### src/rtl/tv80_reg_ctx.sv
// tv80_reg_ctx: context save/restore engine for the TV80 register file.
// Owns the register-file A-port. In IDLE the core drives it directly.
// A save streams pairs 0..LAST_IDX out on sv_*. A restore writes pairs
// 0..LAST_IDX from the rs_* stream. The core is stalled (busy) until the
// operation finishes.
//
// Handshakes: a transfer ("beat") happens on a rising edge where valid and
// ready are both high. A source holds its data stable while valid is high
// and ready is low. sv_valid does not depend on sv_ready. rs_ready does not
// depend on rs_valid.
module tv80_reg_ctx #(
  parameter int LAST_IDX = 7
) (
  input  logic        clk,
  input  logic        reset,
  // core side of the register file
  input  logic [2:0]  core_AddrA,
  input  logic [2:0]  core_AddrB,
  input  logic [2:0]  core_AddrC,
  input  logic [7:0]  core_DIH,
  input  logic [7:0]  core_DIL,
  input  logic        core_WEH,
  input  logic        core_WEL,
  input  logic        core_CEN,
  // register-file side
  output logic [2:0]  AddrA,
  output logic [2:0]  AddrB,
  output logic [2:0]  AddrC,
  output logic [7:0]  DIH,
  output logic [7:0]  DIL,
  output logic        WEH,
  output logic        WEL,
  output logic        CEN,
  input  logic [7:0]  DOAH,
  input  logic [7:0]  DOAL,
  // control
  input  logic        save_req,
  input  logic        restore_req,
  output logic        busy,
  output logic        done,
  // save stream
  output logic        sv_valid,
  input  logic        sv_ready,
  output logic [15:0] sv_data,
  output logic [2:0]  sv_idx,
  // restore stream
  input  logic        rs_valid,
  output logic        rs_ready,
  input  logic [15:0] rs_data,
  // debug: current FSM state (0 IDLE, 1 SAVE, 2 RESTORE, 3 DONE)
  output logic [1:0]  dbg_state_o
);

  typedef enum logic [1:0] {
    ST_IDLE    = 2'd0,
    ST_SAVE    = 2'd1,
    ST_RESTORE = 2'd2,
    ST_DONE    = 2'd3
  } state_t;

  localparam logic [2:0] LAST = 3'(LAST_IDX);

  state_t     state_q, state_d;
  logic [2:0] idx_q, idx_d;

  logic sv_beat;
  logic rs_beat;
  logic at_last;

  // A restore beat is suppressed in a reset cycle so that reset never
  // lands a stray write in the register file.
  assign sv_beat = (state_q == ST_SAVE) && sv_ready;
  assign rs_beat = (state_q == ST_RESTORE) && rs_valid && !reset;
  assign at_last = (idx_q == LAST);

  // Read ports B and C are never used by the engine.
  assign AddrB = core_AddrB;
  assign AddrC = core_AddrC;

  // Save data is the live A-port read of the current pair.
  assign sv_data     = {DOAH, DOAL};
  assign sv_idx      = idx_q;
  assign dbg_state_o = state_q;

  // State and pair-index registers.
  always_ff @(posedge clk) begin
    if (reset) begin
      state_q <= ST_IDLE;
      idx_q   <= 3'd0;
    end else begin
      state_q <= state_d;
      idx_q   <= idx_d;
    end
  end

  // Next state and index: requests only in IDLE, one pair per beat.
  always_comb begin
    state_d = state_q;
    idx_d   = idx_q;
    unique case (state_q)
      ST_IDLE: begin
        idx_d = 3'd0;
        if (save_req)         state_d = ST_SAVE;
        else if (restore_req) state_d = ST_RESTORE;
      end
      ST_SAVE: begin
        if (sv_beat) begin
          if (at_last) state_d = ST_DONE;
          else         idx_d   = idx_q + 3'd1;
        end
      end
      ST_RESTORE: begin
        if (rs_beat) begin
          if (at_last) state_d = ST_DONE;
          else         idx_d   = idx_q + 3'd1;
        end
      end
      ST_DONE: begin
        idx_d   = 3'd0;
        state_d = ST_IDLE;
      end
      default: begin
        idx_d   = 3'd0;
        state_d = ST_IDLE;
      end
    endcase
  end

  // A-port mux and status outputs, decoded from the registered state.
  always_comb begin
    AddrA    = idx_q;
    DIH      = rs_data[15:8];
    DIL      = rs_data[7:0];
    WEH      = 1'b0;
    WEL      = 1'b0;
    CEN      = 1'b0;
    busy     = 1'b1;
    done     = 1'b0;
    sv_valid = 1'b0;
    rs_ready = 1'b0;
    unique case (state_q)
      ST_IDLE: begin
        AddrA = core_AddrA;
        DIH   = core_DIH;
        DIL   = core_DIL;
        WEH   = core_WEH;
        WEL   = core_WEL;
        CEN   = core_CEN;
        busy  = 1'b0;
      end
      ST_SAVE: begin
        sv_valid = 1'b1;
      end
      ST_RESTORE: begin
        rs_ready = !reset;
        WEH      = rs_beat;
        WEL      = rs_beat;
        CEN      = rs_beat;
      end
      ST_DONE: begin
        done = 1'b1;
      end
      default: begin
        busy = 1'b1;
      end
    endcase
  end

endmodule

### config.mk
export PLATFORM = sky130hd
export DESIGN_NAME = tv80_reg_ctx
export DESIGN_NICKNAME = d
export VERILOG_FILES = /design/src/rtl/tv80_reg_ctx.sv
export SDC_FILE = /design/constraint.sdc
export NUM_CORES = 1
export LEC_CHECK = 0
export ABC_AREA = 1
export CORE_MARGIN = 2
export CORE_UTILIZATION = 25
export DETAILED_ROUTE_END_ITERATION = 16
export HOLD_SLACK_MARGIN = 0.08
export PLACE_DENSITY = 0.88
export SLEW_MARGIN = 30
export SYNTH_ARGS = -nofsm -noshare
export SYNTH_HDL_FRONTEND = slang
export SYNTH_SLANG_ARGS = --single-unit
### constraint.sdc
create_clock -name clk -period 1.5 [get_ports clk]
set_input_delay 0.225 -clock clk [delete_from_list [all_inputs] [get_ports clk]]
set_output_delay 0.225 -clock clk [all_outputs]
set_load 0.01 [all_outputs]
==> results.py <==
metrics = {
    "sta": {
        "final.min_clock_period_ps": 1600,
        "hold_ws_ps": 450,
        "setup_viol": 17,
        "rsz0062_at_grt": "yes",
        "timing.final.ws_setup_ps": -97.0,
        "timing.final.crit_share": 1.06,
        "finalHoldViolCount": 0,
        "max_freq_mhz": 626,
        "report.final.slew_viol_count": 0,
        "finClkSkew_ps": 5.63,
        "tightest_slew_ps": 302,
        "slew_headroom": 0.798,
    },
    "placement": {
        "dp_hpwl_um": 2360,
        "numPortBuffers": 74,
        "gp_congestion": 0.762,
    },
    "outcome": {
        "status": "complete, but fails checks",
        "violations": "negative setup slack",
    },
    "floorplan": {
        "ios": 119,
        "rows": 21,
        "dieHeight_um": 62.8,
        "die_x_um": 62.8,
        "core-area_um2": 3340,
        "start_util": 0.259,
        "die-area_um2": 3940,
    },
    "critical_path": {
        "arrival_ps": 1370,
        "critPathTopFamily": "buffers and inverters",
        "critPathMaxStageDelay_ps": 380,
        "slowest_stage": "dfxtp_4",
        "path_buf_inv": 5,
        "crit_fanout": 8,
        "start_kind": "flip-flop",
        "critPathRequiredTime_ps": 1270,
        "cp-end-kind": "primary output",
        "r2r_slack_ps": 90,
        "reg2reg_depth": 8,
        "crit_type": "flip-flop to primary output",
        "cp_num_cells": 8,
        "worstPathCellList": "inv_4 > ha_4 > inv_6 > buf_12 > buf_6 > nand2_2 > nand2_1 > buf_2",
    },
    "cts": {
        "clockRootBuffer": "clkbuf_4",
        "cts_inserted_buffers": 3,
        "ctsHtreeMaxLevel": 1,
        "clk_pin_slew_ps": 40,
        "cts.sinks": 5,
        "cts_tree": "yes",
        "worstSkewPairLatency_ps": 240,
        "clk_path_buf_depth": 2,
    },
    "cells_and_area": {
        "syn2layout_area_growth_pct": 98.1,
        "antenna_cells": 0,
        "nets": 300,
        "multi_input_area_um2": 629,
        "regArea_um2": 106,
        "final_common_cell": "nand2_1",
        "post-route-util": 0.513,
        "drive_gt1_frac": 0.342,
        "n_fill_cell": 337,
        "final_cell_mix": "nand2_1 (66), clkdlybuf4s50_1 (45), buf_2 (20)",
    },
    "synthesis": {
        "syn_inst": 157,
        "synth_nets": 231,
        "ys_seq_area_frac": 0.116,
        "synth.avg_cell_area_um2": 5.50,
        "ys_types": 16,
        "synth_area_um2": 863,
        "ys_ff_latch": 5,
        "yosysWarnings": 0,
    },
    "detailed_routing": {
        "drc": 0,
        "routed-via-count": 1133,
        "drtIter0Drc": 16,
        "postRouteAntennaNets": 0,
        "routed_wl_um": 3140,
        "first_pass_iters": 4,
        "wire_per_inst_um": 11.6,
        "via_per_inst": 4.18,
    },
    "global_routing": {
        "grt_pass1_vias": 1126,
        "met1_usage": 0.153,
        "grtUsageTotal": 0.155,
        "overflow": 0,
        "antenna_found_initial": 0,
        "grt-busiest-layer": "met2",
        "met3_usage": 0.0432,
        "grt_pass1_wl_um": 5000,
        "use_met2": 0.305,
        "grt_max_degree": 14,
    },
    "power": {
        "p_comb_frac": 0.851,
        "ir_drop_v": 0.000800,
        "p_leak_nw": 0.937,
        "p_per_area_nw_per_um2": 1630,
        "clkPwrFrac": 0.056,
        "seq_power_share": 0.093,
        "intPower_w": 0.00149,
        "switchingPower_w": 0.00129,
        "swShare": 0.464,
    },
    "worst_hold_path": {
        "hp-class": "primary input to primary output",
        "min_path_cells": 0,
    },
    "job": {
        "maxCapViolCount": 0,
    },
}
-- cells in the mapped netlist (all sizes together) --
cell type	instances	area share
nand3	2	0.012
ha	8	0.12
nor2	15	0.071
a21oi	1	0.010
o211ai	1	0.0087
o21ai	3	0.022
buf	27	0.22
dfxtp	5	0.12
nand2	82	0.36
inv	11	0.048
o21a	2	0.017
-- layer usage --
layer	wire length, um	share of wire
met1	1140	0.36
met2	1710	0.54
met3	267	0.085
met4	21	0.0067
met5	0	0
-- path summary, 6_finish.rpt --
check | start | endpoint
setup / recovery | dbg_state_o[1]$_SDFFE_PP0P_ | DIL[0]
hold / removal | core_AddrC[0] | AddrC[0]
setup reg to reg | dbg_state_o[1]$_SDFFE_PP0P_ | sv_idx[0]$_SDFFE_PP0P_
hold reg to reg | sv_idx[1]$_SDFFE_PP0P_ | sv_idx[1]$_SDFFE_PP0P_
-- power by group through the flow --
stage	logic, W	clock network [W]	registers [W]
global route	0.00261	0.000178	0.000270
global placement	0.00206	0	0.000231
floorplan	0.00102	0	0.000263
CTS	0.00214	0.000166	0.000253
detailed placement	0.00209	0	0.000232
finish	0.00237	0.000156	0.000259
-- sequential cells by signal, indices dropped and copies added (netlist names) --
name and count:
dbg_state_o 2, sv_idx 3
-- final cells by class --
| cell class | count | area share |
|---|---|---|
| tap | 46 | 0.0337 |
| timing repair buffer | 91 | 0.489 |
| clock buffer | 4 | 0.0154 |
| sequential | 5 | 0.0622 |
| inverter | 11 | 0.0315 |
| multi-input combinational | 114 | 0.368 |
-- stage by stage --
| stage | cells | TNS (ps) | area (um2) | setup WS, ps | power, W |
|---|---|---|---|---|---|
| 2_1_floorplan | 157 | 0 | 863 | 5.60 | 0.00128 |
| 3_3_place_gp | 262 | -5840 | 1570 | -294 | 0.00229 |
| 3_5_place_dp | 262 | -6730 | 1570 | -346 | 0.00232 |
| 4_1_cts | 269 | -806 | 1600 | -116 | 0.00255 |
| 5_1_grt | 271 | -2560 | 1710 | -197 | 0.00306 |
| 6_report | 271 | -779 | 1710 | -97.0 | 0.00278 |
-- repair_timing --
| item | in CTS | in global routing |
|---|---|---|
| buffers inserted | 2 | 2 |
| cloned | 1 | 1 |
| hold buffers | 0 | 0 |
| pin swaps | 4 | 6 |
| hold endpoints to repair | 0 | 0 |
| gates resized for setup | 122 | 29 |
| setup endpoints to repair | 27 | 30 |
-- cells by family (layout without fill, tap and decap cells) --
family                     after synthesis  in the layout  synth area share
AOI/OAI and AO/OA                        7              7            0.0580
DFF                                      5              5             0.116
adders and majority gates                8              8             0.116
buffers and inverters                   38            106             0.268
and+or+nand+nor                         99             99             0.442
(Power assumes the default switching activity.)
